--- src/rtl/dvga_sprite_ovl_if.sv ---
// Register and sprite-RAM write bus for the sprite overlay.
// The master side drives configuration writes; the overlay consumes them.
interface dvga_sprite_ovl_if;
  logic        cfg_we;
  logic [1:0]  cfg_addr;
  logic [31:0] cfg_wdata;
  logic        spr_we;
  logic [7:0]  spr_addr;
  logic [1:0]  spr_wdata;

  modport master (
    output cfg_we, cfg_addr, cfg_wdata,
    output spr_we, spr_addr, spr_wdata
  );

  modport slave (
    input cfg_we, cfg_addr, cfg_wdata,
    input spr_we, spr_addr, spr_wdata
  );
endinterface

--- src/rtl/dvga_sprite_ovl.sv ---
// 16x16 2-bit hardware sprite composited over a video stream.
// Pixel coordinates arrive three cycles ahead of their colour, so the sprite
// lookup runs in a 3-stage pipeline that lands next to r_i/g_i/b_i, followed
// by one output register. Position updates are latched on vsync rise.
`ifndef XCNTW
`define XCNTW 11
`endif
`ifndef YCNTW
`define YCNTW 11
`endif

module dvga_sprite_ovl (
  input  logic              clk,
  input  logic              rst,
  dvga_sprite_ovl_if.slave  bus,
  input  logic [`XCNTW-1:0] xpos_i,
  input  logic [`YCNTW-1:0] ypos_i,
  input  logic [7:0]        r_i,
  input  logic [7:0]        g_i,
  input  logic [7:0]        b_i,
  input  logic              hsync_i,
  input  logic              vsync_i,
  input  logic              blank_i,
  output logic [7:0]        r_o,
  output logic [7:0]        g_o,
  output logic [7:0]        b_o,
  output logic              hsync_o,
  output logic              vsync_o,
  output logic              blank_o
);
  localparam int unsigned XW = `XCNTW;
  localparam int unsigned YW = `YCNTW;
  localparam logic [23:0] Pal3 = 24'hFFFFFF;

  // Configuration state
  logic          ctrl_en_q, ctrl_en_d;
  logic [XW-1:0] pos_pend_x_q, pos_pend_x_d;
  logic [YW-1:0] pos_pend_y_q, pos_pend_y_d;
  logic [XW-1:0] pos_act_x_q, pos_act_x_d;
  logic [YW-1:0] pos_act_y_q, pos_act_y_d;
  logic [23:0]   pal1_q, pal1_d;
  logic [23:0]   pal2_q, pal2_d;
  logic          vs_prev_q, vs_prev_d;

  // Pipeline state
  logic          hit1_q, hit1_d;
  logic [7:0]    addr1_q, addr1_d;
  logic          hit2_q, hit2_d;
  logic [1:0]    ram_rdata_q;
  logic          opq3_q, opq3_d;
  logic [23:0]   col3_q, col3_d;
  logic          blank1_q, blank1_d;
  logic [23:0]   rgb_q, rgb_d;
  logic          hs_q, hs_d;
  logic          vs_q, vs_d;
  logic          blank_q, blank_d;

  logic [1:0]    spr_mem [256];

  // Compare operands carry one extra bit so sx+16 never wraps past the edge
  logic [XW:0]   x_ext, sx_lo, sx_hi;
  logic [YW:0]   y_ext, sy_lo, sy_hi;
  logic [3:0]    x_off, y_off;

  logic          unused_wdata;
  assign unused_wdata = ^bus.cfg_wdata;

  // Register writes and frame-synchronous position update
  always_comb begin
    ctrl_en_d    = ctrl_en_q;
    pos_pend_x_d = pos_pend_x_q;
    pos_pend_y_d = pos_pend_y_q;
    pal1_d       = pal1_q;
    pal2_d       = pal2_q;
    if (bus.cfg_we) begin
      case (bus.cfg_addr)
        2'd0: ctrl_en_d = bus.cfg_wdata[0];
        2'd1: begin
          pos_pend_x_d = bus.cfg_wdata[XW-1:0];
          pos_pend_y_d = bus.cfg_wdata[16+YW-1:16];
        end
        2'd2: pal1_d = bus.cfg_wdata[23:0];
        default: pal2_d = bus.cfg_wdata[23:0];
      endcase
    end
    vs_prev_d   = vsync_i;
    pos_act_x_d = pos_act_x_q;
    pos_act_y_d = pos_act_y_q;
    if (vsync_i && !vs_prev_q) begin
      pos_act_x_d = pos_pend_x_q;
      pos_act_y_d = pos_pend_y_q;
    end
  end

  // Stage 1: window compare and sprite-local address
  always_comb begin
    x_ext   = {1'b0, xpos_i};
    y_ext   = {1'b0, ypos_i};
    sx_lo   = {1'b0, pos_act_x_q};
    sy_lo   = {1'b0, pos_act_y_q};
    sx_hi   = sx_lo + {{(XW-4){1'b0}}, 5'd16};
    sy_hi   = sy_lo + {{(YW-4){1'b0}}, 5'd16};
    hit1_d  = (x_ext >= sx_lo) && (x_ext < sx_hi) && (y_ext >= sy_lo) && (y_ext < sy_hi);
    x_off   = xpos_i[3:0] - pos_act_x_q[3:0];
    y_off   = ypos_i[3:0] - pos_act_y_q[3:0];
    addr1_d = {y_off, x_off};
  end

  // Stages 2-3 and output: hit delay, palette lookup, final composite
  always_comb begin
    hit2_d = hit1_q;
    opq3_d = ctrl_en_q && hit2_q && (ram_rdata_q != 2'd0);
    case (ram_rdata_q)
      2'd1:    col3_d = pal1_q;
      2'd2:    col3_d = pal2_q;
      default: col3_d = Pal3;
    endcase
    blank1_d = blank_i;
    rgb_d    = (opq3_q && !blank1_q) ? col3_q : {r_i, g_i, b_i};
    hs_d     = hsync_i;
    vs_d     = vsync_i;
    blank_d  = blank1_q;
  end

  // All control and pipeline flops clear asynchronously
  always_ff @(posedge clk or negedge rst) begin
    if (!rst) begin
      ctrl_en_q    <= 1'b0;
      pos_pend_x_q <= '0;
      pos_pend_y_q <= '0;
      pos_act_x_q  <= '0;
      pos_act_y_q  <= '0;
      pal1_q       <= '0;
      pal2_q       <= '0;
      vs_prev_q    <= 1'b0;
      hit1_q       <= 1'b0;
      addr1_q      <= '0;
      hit2_q       <= 1'b0;
      opq3_q       <= 1'b0;
      col3_q       <= '0;
      blank1_q     <= 1'b0;
      rgb_q        <= '0;
      hs_q         <= 1'b0;
      vs_q         <= 1'b0;
      blank_q      <= 1'b0;
    end else begin
      ctrl_en_q    <= ctrl_en_d;
      pos_pend_x_q <= pos_pend_x_d;
      pos_pend_y_q <= pos_pend_y_d;
      pos_act_x_q  <= pos_act_x_d;
      pos_act_y_q  <= pos_act_y_d;
      pal1_q       <= pal1_d;
      pal2_q       <= pal2_d;
      vs_prev_q    <= vs_prev_d;
      hit1_q       <= hit1_d;
      addr1_q      <= addr1_d;
      hit2_q       <= hit2_d;
      opq3_q       <= opq3_d;
      col3_q       <= col3_d;
      blank1_q     <= blank1_d;
      rgb_q        <= rgb_d;
      hs_q         <= hs_d;
      vs_q         <= vs_d;
      blank_q      <= blank_d;
    end
  end

  // Sprite RAM: not reset; a colliding write returns the old word on read
  always_ff @(posedge clk) begin
    if (bus.spr_we) begin
      spr_mem[bus.spr_addr] <= bus.spr_wdata;
    end
    ram_rdata_q <= spr_mem[addr1_q];
  end

  assign {r_o, g_o, b_o} = rgb_q;
  assign hsync_o         = hs_q;
  assign vsync_o         = vs_q;
  assign blank_o         = blank_q;

endmodule

--- src/flat_wrapper.sv ---
// flat-port wrapper written by rule: the top's interface ports become plain ports
module dvga_sprite_ovl_flat 
  (clk, rst, xpos_i, ypos_i, r_i, g_i, b_i, hsync_i, vsync_i, blank_i, r_o, g_o, b_o, hsync_o, vsync_o, blank_o, bus_cfg_we, bus_cfg_addr, bus_cfg_wdata, bus_spr_we, bus_spr_addr, bus_spr_wdata);
  dvga_sprite_ovl_if bus_i ();
  input  logic clk;
  input  logic rst;
  input  logic [`XCNTW-1:0] xpos_i;
  input  logic [`YCNTW-1:0] ypos_i;
  input  logic [7:0] r_i;
  input  logic [7:0] g_i;
  input  logic [7:0] b_i;
  input  logic hsync_i;
  input  logic vsync_i;
  input  logic blank_i;
  output logic [7:0] r_o;
  output logic [7:0] g_o;
  output logic [7:0] b_o;
  output logic hsync_o;
  output logic vsync_o;
  output logic blank_o;
  input wire logic [$bits(bus_i.cfg_we)-1:0] bus_cfg_we;
  input wire logic [$bits(bus_i.cfg_addr)-1:0] bus_cfg_addr;
  input wire logic [$bits(bus_i.cfg_wdata)-1:0] bus_cfg_wdata;
  input wire logic [$bits(bus_i.spr_we)-1:0] bus_spr_we;
  input wire logic [$bits(bus_i.spr_addr)-1:0] bus_spr_addr;
  input wire logic [$bits(bus_i.spr_wdata)-1:0] bus_spr_wdata;
  assign bus_i.cfg_we = bus_cfg_we;
  assign bus_i.cfg_addr = bus_cfg_addr;
  assign bus_i.cfg_wdata = bus_cfg_wdata;
  assign bus_i.spr_we = bus_spr_we;
  assign bus_i.spr_addr = bus_spr_addr;
  assign bus_i.spr_wdata = bus_spr_wdata;
  dvga_sprite_ovl u_core (.clk(clk), .rst(rst), .bus(bus_i), .xpos_i(xpos_i), .ypos_i(ypos_i), .r_i(r_i), .g_i(g_i), .b_i(b_i), .hsync_i(hsync_i), .vsync_i(vsync_i), .blank_i(blank_i), .r_o(r_o), .g_o(g_o), .b_o(b_o), .hsync_o(hsync_o), .vsync_o(vsync_o), .blank_o(blank_o));
endmodule
--- config.mk ---
export PLATFORM = sky130hd
export DESIGN_NAME = dvga_sprite_ovl_flat
export DESIGN_NICKNAME = d
export VERILOG_FILES = /design/src/rtl/dvga_sprite_ovl_if.sv /design/src/rtl/dvga_sprite_ovl.sv /design/src/flat_wrapper.sv
export SDC_FILE = /design/constraint.sdc
export NUM_CORES = 1
export LEC_CHECK = 0
export ABC_AREA = 1
export BUFFER_PORTS_ARGS = -buffer_cell sky130_fd_sc_hd__buf_2
export CORE_ASPECT_RATIO = 1.75
export CORE_MARGIN = 5
export CORE_UTILIZATION = 57
export DETAILED_ROUTE_END_ITERATION = 6
export PLACE_DENSITY = 0.72
export SLEW_MARGIN = 15
export SYNTH_ARGS = -nofsm -noshare
export SYNTH_HDL_FRONTEND = slang
export SYNTH_SLANG_ARGS = --single-unit
--- constraint.sdc ---
create_clock -name clk -period 2.2 [get_ports clk]
set_input_delay 0.22 -clock clk [delete_from_list [all_inputs] [get_ports clk]]
set_output_delay 0.22 -clock clk [all_outputs]
set_load 0.05 [all_outputs]
# After elaboration in Yosys (flattened, before gate mapping)
# Memories as Yosys holds them, arrays and structs flattened. A register that Yosys moved wholly into a read port is not among the register bits.
# Index checks and enable logic that the tools add are counted.
# W data, S select, Z words.
[totals]
ff_bits = 156
latch_bits = 0
ram_bits = 512
mem_bits_ro = 0
mem_count = 1
[classes]
add_sub_neg = 4
n_mul = 0
n_div = 0
n_lt_le_gt_ge = 4
n_eq_ne = 4
shifts = 0
muxes = 4
n_bitwise = 1
n_reduce_logical = 16
[memory_table]
columns = ["name", "words", "width", "read_ports", "rd_clocked_by_memory_dff", "wr", "line", "rtl"]
rows = [
  ["u_core.spr_mem", 256, 2, 1, 1, 1, "dvga_sprite_ovl.sv:58", "logic [1:0] spr_mem [256];"],
]
[op_table]
columns = ["cell", "count"]
rows = [
  ["$pmux W24 S2", 1],
  ["$add A11 B5 Y12 const B", 2],
  ["$lt A11 B12 Y1", 2],
  ["$mux W24", 1],
  ["$ge A11 B11 Y1", 2],
  ["$reduce_and A2 Y1", 4],
  ["$sub A4 B4 Y4", 2],
  ["$logic_and A1 B1 Y1", 7],
  ["$eq A2 B1 Y1 const B", 2],
  ["$eq A2 B2 Y1 const B", 2],
  ["$reduce_or A3 Y1", 1],
  ["$logic_not A1 Y1", 2],
  ["$logic_not A2 Y1", 1],
  ["$mux W1", 2],
  ["$reduce_bool A2 Y1", 1],
  ["$not A1 Y1", 1],
]

# Longest topological paths before layout
# Gate-level depths: netlist of the first run.
[logic_depth]
ltp_word = 5
mapped_depth = 14
depth_no_buf = 12

# Worst setup path after synthesis of the first run
# Ideal clock, no wire load.
[synth_timing]
path_type = "reg2reg"
from = "reg u_core.pos_act_y_q[6]"
to = "reg u_core.hit1_q"
setup_time_ns = 0.114
t_arrival_ns = 1.832
setup_slack_ns = 0.254
path_stages_with_launch = 13
path_buffers = 0
period_less_slack_ns = 1.946
path_cell_list = "dfrtp_1 -> inv_1 -> nor3_1 -> xor2_1 -> ha_1 -> nand2_1 -> nor3b_1 -> nand2_1 -> nand2_1 -> nand3_1 -> a21boi_0 -> o22a_1 -> nor2_1"
[synth_via]
elab_chain_cells = 3
elab_cells_between_ends = 5
[synth_rtl]
columns = ["item", "line", "rtl"]
rows = [
  ["start: declaration", "dvga_sprite_ovl.sv:40", "logic [YW-1:0] pos_act_y_q, pos_act_y_d;"],
  ["start signal: assignment", "dvga_sprite_ovl.sv:151", "pos_act_y_q <= pos_act_y_d;"],
  ["$add A11 B5 Y12 or $ge A11 B11 Y1 (tied branches)", "dvga_sprite_ovl.sv:102, dvga_sprite_ovl.sv:103", ""],
  ["$lt A11 B12 Y1 or $logic_and A1 B1 Y1 (tied branches)", "dvga_sprite_ovl.sv:103", "hit1_d = (x_ext >= sx_lo) && (x_ext < sx_hi) && (y_ext >= sy_lo) && (y_ext < sy_hi);"],
  ["$logic_and A1 B1 Y1 (*)", "dvga_sprite_ovl.sv:103", ""],
  ["via u_core.hit1_d", "dvga_sprite_ovl.sv:46", "logic hit1_q, hit1_d;"],
  ["end signal: assignment", "dvga_sprite_ovl.sv:155", "hit1_q <= hit1_d;"],
  ["end: declaration", "dvga_sprite_ovl.sv:46", ""],
]
# Mark *: on every way through the listed nets, which the timed path passes. The rest lies on a longest branch.
# A chain may end at the register's enable or synchronous reset.

==> results.md, run 1 <==
- Status: complete, no violations
- First-pass GRT wire length: 114.4 mm
- Fmax achieved: 483.4 MHz
- Layout filler cell count: 3686
- Synth area leader: edfxtp_1
- Full die area: 0.05546 sq mm
- Synth cell count leaders: nand2_1, nand3_1, edfxtp_1
- Crit path launch type: flip-flop
- Area growth syn-to-layout: 14.70%
- Clk Latency, worst-skew pair: 0.61 ns
- Placed Cells: 3437
- Top cells by area, synth: edfxtp_1, dfrtp_1, nand2_1
- Worst R2R Path Depth: 11
- Buffer depth of the longest clock path: 3
- Initial Utilization: 0.5740
- Setup crit end: u_core.ram_rdata_q[1]
- DRC: 0
- Clk network pwr share: 0.316
- Final Hold Viols: 0
- Overall Power: 34380 uW
- CTS clk-pin slew, worst paths: 0.07 ns
- Syn_nets: 2867
- Xor/xnor cell area share of the yosys netlist: 0.003942
- CP dominant cell by count: nand3_1
- Slew @ Worst Pin: 1.039 ns
- Final worst path period share: 0.9403
- PwrDens: 1038 mW/mm^2
- Met1 usage in global routing: 0.2952
- Most used DFF post-synth: edfxtp_1
- Largest family of logic cells by synthesized area: simple AND/OR/NAND/NOR gates
- Worst slew margin: 0.3074
- Vias: 20770
- Switching Share: 0.3165
- Yosys cell types: 32
- Worst flop-to-flop path startpoint: u_core.addr1_q[1]
- DIE WIDTH: 180.2 um
- Slew Limit Fails: 0
- Asr flop ratio synth: 0.2328
- Comb power frac: 0.255
- NetSw: 10880 uW
- Worst-path fanout max: 18
- Routed Antenna Nets: 0
- Sequential area share after synthesis: 0.6688
- EDFF count, synth: 512
- Design internal power: 23500 uW
- Crit path capture type: flip-flop
- CP cell instances: inv_4 -> buf_6 -> nand3_1 -> nand3_1 -> nand3_1 -> nand3_1 -> nand2_1 -> nand2_1 -> nand3_1 -> nand3_1 -> nand2_1
- Most Crowded Layer GR: met2
- Share of cells above drive strength 1: 0.1189
- Hold WS: 0.03207 ns
- Top cell type's share of synthesized area: 0.5323
- Die height: 307.8 um
- Post-synthesis mux area share: 0.01131
- Slowest cell delay on critical path: 0.54 ns
- R2r setup slk: 0.13 ns
- Postcts setup bufs: 0
- Max-Cap Viols: 0
- Final Wtd Congestion: 0.8868
- Synth Area in Simple Gates: 0.2307
- DR pass1 iterations: 7
- Gr usage total: 0.2626
- H-tree levels: 2
- Largest net degree at the start of global routing: 79
- Clk root buf: clkbuf_16
- Core ar.: 0.05032 sq mm
- Vias in the first global route: 21320
- Synthesized area: 0.02889 sq mm
- CTS Buf Count: 56
- # IOs: 124
- GR Overflow Total: 0
- Via density: 5.764
- Mapped Avg Cell Area: 10.59 sq um
- Flop pwr share: 0.429
- Num rows: 109
- Adder-Cell Fraction of Synth Area: 0.01915
- Clock skew: 0.03104 ns
- DR iter-0 viols: 1696
- Initial antenna violation count: 2
- Most frequent cell after synthesis: nand2_1
- Met3 usage: 0.04136
- Worst Setup Path Type: reg2reg
- Final setup viols: 0
- RR Endpoint: u_core.ram_rdata_q[1]
- Yosys reg bits: 670
- Worst path arrival time: 2.58 ns
- Req. time, crit path: 2.71 ns
- Warnings, synthesis: 0
- # nets final: 3028
- Synth Area in Compound Gates: 0.02062
- Wire per inst: 20.48 um
- Lkg Pwr: 0.01283 uW
- DP HPWL: 46.70 mm
- Critical-path top delay cell: dfrtp_4
- Worst min path class: in2reg
- Syn Inst Count: 2727
- Routed WL: 73.79 mm
- Worst VDD drop: 954.5 uV
- Setup crit start: u_core.addr1_q[1]
- Min Tclk post-route: 2.069 ns
- Fin cells: 3603
- Clock sink count: 670
- GR Layer Usage met2: 0.4782
- IO Port Bufs: 118
- TritonCTS clock tree: done
[layout make-up]
class	instances	area, sq um	share of cell area
flip-flops and latches	670	19330	0.5834
clock buffers	73	1698	0.05125
repair buffers	272	2241	0.06764
well taps	666	833.3	0.02515
clock inverters	33	364.1	0.01099
inverters	100	385.4	0.01163
multi-input cells	1788	8279	0.2499
diodes	1	2.502	0.00007553
[power by group through the flow]
stage / combinational [uW] / clock [uW] / sequential, uW
3_3_place_gp: 8310 / 0 / 15000
2_1_floorplan: 5780 / 0 / 14900
3_5_place_dp: 8570 / 0 / 15000
4_1_cts: 8700 / 11000 / 14700
5_1_grt: 9590 / 11500 / 14800
6_report: 8770 / 10900 / 14700
[worst max-delay path, delay by kind of cell (launching register included)]
family | cells | cell delay, ns
buffers and inverters | 2 | 0.47
DFF | 1 | 0.54
and+or+nand+nor | 9 | 0.95
[worst min path at each step]
stage,startpoint,depth (start not counted),to
after floorplan,rst,0,u_core.addr1_q[0]
after global placement,rst,1,u_core.col3_q[11]
after detailed placement,rst,1,u_core.pal1_q[11]
after CTS,bus_cfg_wdata[10],3,u_core.pal1_q[10]
after global routing,bus_cfg_wdata[9],3,u_core.pal2_q[9]
final,xpos_i[2],3,u_core.addr1_q[2]
[placed cells by master, fill, tap and decap left out, drive strengths merged, types with 34 or more instances in the layout]
| cell | synthesis | final |
|---|---|---|
| ha | 41 | 41 |
| buf | 101 | 213 |
| nand2 | 725 | 725 |
| nor2 | 314 | 314 |
| dfrtp | 156 | 156 |
| edfxtp | 512 | 512 |
| dlygate4sd3 | 0 | 59 |
| clkbuf | 68 | 73 |
| a21oi | 34 | 34 |
| inv | 100 | 105 |
| nand3 | 534 | 534 |
| o21ai | 74 | 74 |
[metrics by stage]
stage / cell area (sq um) / setup slack, ns / setup TNS (ns) / util
global placement: 30430 / 0.04555 / 0 / 0.6047
detailed placement: 30430 / -0.06430 / -0.06430 / 0.6047
CTS: 33090 / 0.02584 / 0 / 0.6575
global route: 33130 / -0.004301 / -0.004301 / 0.6583
floorplan: 28890 / 0.2537 / 0 / -
finish: 33130 / 0.1314 / 0 / 0.6583
[cells by family after synthesis]
family	after synthesis
xor gates and xnor gates	13
buffers and inverters	269
AOI/OAI and AO/OA	115
muxes	29
and+or+nand+nor	1588
DFF	670
adders and majority gates	43
[layer usage]
layer / part of all wire / wire length, um
met1: 0.34 / 25320
met5: 0.000095 / 7
met4: 0.060 / 4403
met2: 0.52 / 38640
met3: 0.073 / 5411
[state kept, by name, summed over array words and instances (netlist names), 2 cells and up]
register             count
u_core.pos_act_y_q      11
u_core.pal2_q           24
u_core.col3_q           24
u_core.pos_act_x_q      11
u_core.spr_mem         512
u_core.addr1_q           8
u_core.ram_rdata_q       2
u_core.pos_pend_x_q     11
u_core.rgb_q            24
u_core.pos_pend_y_q     11
u_core.pal1_q           24
[timing repair]
item | in CTS | in global routing
pin swaps | 0 | 1
hold endpoints to repair | 148 | 0
setup endpoints to repair | 1 | 3
hold buffers | 59 | 0
gates cloned | 0 | 0
resized for setup | 1 | 9
(Power assumes the default switching activity.)
==> run 2: changes to the inputs <==
CORE_ASPECT_RATIO = unset   (was 1.75)
SETUP_SLACK_MARGIN = 0.2   (was unset)
==> run 2 against run 1 <==
  * Power grew 9.3%
  * Core utilization grew 3.4 points
  * Via count grew 5.9%
  * Sequential cell count is the same
  * Sequential power is essentially flat
  * Non-clock buffer count grew 22
  * Setup slack gained 0.060 ns
  * First-iteration DRC count grew 84%
  * Largest cell class unchanged
  * Largest power group unchanged
==> results.md, run 2 (synthesis gave the netlist of run 1 again) <==
- Status: complete, no violations (unchanged)
- Routed WL: 81.23 mm (was 73.79 mm)
- Largest delay share family, worst path: simple AND/OR/NAND/NOR gates (unchanged)
- Clk network pwr share: 0.312 (was 0.316)
- Final worst path period share: 0.9129 (was 0.9403)
- Worst-path fanout max: 9 (was 18)
- R2r setup slk: 0.19 ns (was 0.13 ns)
- Crit path launch type: flip-flop (unchanged)
- Hold path cells: 1 (was 3)
- Final Wtd Congestion: 0.8527 (was 0.8868)
- Worst Setup Path Type: reg2reg (unchanged)
- Core ar.: 0.05017 sq mm (was 0.05032 sq mm)
- Layout filler cell count: 3458 (was 3686)
- Lkg Pwr: 0.01344 uW (was 0.01283 uW)
- Clock sink count: 670 (unchanged)
- # IOs: 124 (unchanged)
- Final setup viols: 0 (unchanged)
- H-tree levels: 3 (was 2)
- Die height: 235.1 um (was 307.8 um)
- Vias in the first global route: 21220 (was 21320)
- Worst flop-to-flop path startpoint: u_core.addr1_q[0] (was u_core.addr1_q[1])
- GR Overflow Total: 0 (unchanged)
- Worst setup margin: 0.1917 ns (was 0.1314 ns)
- Clk root buf: clkbuf_16 (unchanged)
- Setup TNS: 0 ns (unchanged)
- Max reg flops: 512 (unchanged)
- Worst R2R Path Depth: 13 (was 11)
- RR Endpoint: u_core.ram_rdata_q[1] (unchanged)
- Hold WS: 0.04832 ns (was 0.03207 ns)
- CP cell instances: buf_12 -> inv_6 -> clkbuf_16 -> nand2_1 -> nand3_1 -> nand3_1 -> nand3_2 -> nand3_1 -> nand2_1 -> nand2_1 -> nand3_1 -> nand3_1 -> nand2_1 (was inv_4 -> buf_6 -> nand3_1 -> nand3_1 -> nand3_1 -> nand3_1 -> nand2_1 -> nand2_1 -> nand3_1 -> nand3_1 -> nand2_1)
- IO Port Bufs: 118 (unchanged)
- Critical Path Stages: 13 (was 11)
- Most common cell after layout, fill and taps aside: nand2_1 (unchanged)
- Critical-path top delay cell: dfrtp_4 (unchanged)
- Min Tclk post-route: 2.008 ns (was 2.069 ns)
- CTS Buf Count: 69 (was 56)
- Setup crit start: u_core.addr1_q[0] (was u_core.addr1_q[1])
- Clk Latency, worst-skew pair: 0.61 ns (about the same)
- DR iter-0 viols: 3118 (was 1696)
- PwrDens: 1083 mW/mm^2 (was 1038 mW/mm^2)
- DRC: 0 (unchanged)
- Routed Antenna Nets: 0 (unchanged)
- Worst path arrival time: 2.56 ns (was 2.58 ns)
- DP HPWL: 44.50 mm (was 46.70 mm)
- Worst min path class: in2reg (unchanged)
- Max-Cap Viols: 0 (unchanged)
- First-pass GRT wire length: 116.6 mm (was 114.4 mm)
- Crit path buf inv count: 3 (was 2)
- Design internal power: 25170 uW (was 23500 uW)
- Clock skew: 0.02668 ns (was 0.03104 ns)
- Initial antenna violation count: 10 (was 2)
- Slowest cell delay on critical path: 0.50 ns (was 0.54 ns)
- CTS clk-pin slew, worst paths: 0.06 ns (was 0.07 ns)
- DIE WIDTH: 235.1 um (was 180.2 um)
- Worst slew margin: 0.2813 (was 0.3074)
- Req. time, crit path: 2.75 ns (was 2.71 ns)
- Final Hold Viols: 0 (unchanged)
- Fmax achieved: 497.9 MHz (was 483.4 MHz)
- Buffer depth of the longest clock path: 3 (unchanged)
- Crit path capture type: flip-flop (unchanged)
- Worst VDD drop: 842.4 uV (was 954.5 uV)
- Vias: 21990 (was 20770)
- Share of cells above drive strength 1: 0.1658 (was 0.1189)
- Gr usage total: 0.2676 (was 0.2626)
- NetSw: 12420 uW (was 10880 uW)
- Slew Limit Fails: 0 (unchanged)
- # nets final: 3065 (was 3028)
- Wire per inst: 22.19 um (was 20.48 um)
- RSZ-0062 raised after global routing: true
- Sequential Area: 0.01933 sq mm (about the same)
- TritonCTS clock tree: done (unchanged)
- Flop pwr share: 0.393 (was 0.429)
- Slew @ Worst Pin: 1.078 ns (was 1.039 ns)
- Full die area: 0.05528 sq mm (was 0.05546 sq mm)
- Area growth syn-to-layout: 20.18% (was 14.70%)
- DR pass1 iterations: 7 (unchanged)
- Setup crit end: u_core.ram_rdata_q[1] (unchanged)
- Commonest non-fill, non-tap cells in the layout: nand2_1, edfxtp_1, nand3_1 (was nand2_1, nand3_1, edfxtp_1)
- Top reg by flops: u_core.spr_mem (unchanged)
- CP dominant cell by count: nand3_1 (unchanged)
- Multi-input logic area: 0.008920 sq mm (was 0.008279 sq mm)
- Initial Utilization: 0.5757 (was 0.5740)
- Num rows: 82 (was 109)
- Via density: 6.005 (was 5.764)
- Switching Share: 0.3304 (was 0.3165)
- Largest net degree at the start of global routing: 77 (was 79)
- Pre-CTS setup slack: 0.05019 ns (was -0.06430 ns)
- Comb power frac: 0.296 (was 0.255)
==> run 2: power by group through the flow <==
stage / sequential, uW / combinational [uW] / clock, uW
5_1_grt: 14800 / 11800 / 12300
3_3_place_gp: 15000 / 8130 / 0
4_1_cts: 14800 / 9350 / 11800
3_5_place_dp: 15000 / 8400 / 0
6_report: 14800 / 11100 / 11700
2_1_floorplan: 14900 / 5780 / 0
==> run 2: area by class of cell <==
type	instances	share of cell area
Multi-Input combinational cell	1788	0.2570
Antenna cell	9	0.0006488
Clock inverter	29	0.009119
Tap cell	672	0.02422
Inverter	100	0.01143
Sequential cell	670	0.5568
Timing Repair inverter	2	0.0007209
Clock buffer	97	0.05605
Timing Repair Buffer	294	0.08402
==> run 2: stage by stage <==
step	util	std cells	power, uW	area [sq um]
final	0.6919	3661	37590	34710
after global routing	0.6919	3660	38940	34710
after CTS	0.6709	3624	35870	33660
after detailed placement	0.6035	3425	23390	30280
after global placement	0.6035	3425	23110	30280
after floorplan	-	2727	20650	28890
==> run 2: worst min-delay path by stage <==
stage / from / to / slack (ns)
floorplan: rst / u_core.addr1_q[0] / -0.08
global placement: rst / u_core.rgb_q[20] / 0.13
detailed placement: rst / u_core.pal1_q[15] / 0.13
CTS: xpos_i[2] / u_core.addr1_q[2] / 0.02
global route: bus_spr_wdata[0] / u_core.spr_mem[136][0] / 0.05
finish: bus_spr_wdata[0] / u_core.spr_mem[136][0] / 0.05
==> run 2: routing by layer <==
metal	vias to the layer above	wire length, um	track usage
li1	9708	-	-
met1	10700	29960	0.3534
met4	4	3128	0.1156
met5	-	27	0
met3	243	8345	0.04756
met2	1329	39780	0.4417
==> run 2: what timing repair did <==
action                                  CTS  global route
buffers inserted                          5            11
hold buffers                             59             0
endpoints found under the hold margin   255             0
pin swaps                                 4            42
resized for setup                        47           132
endpoints found under the setup margin    3             3
gates cloned                              9            17
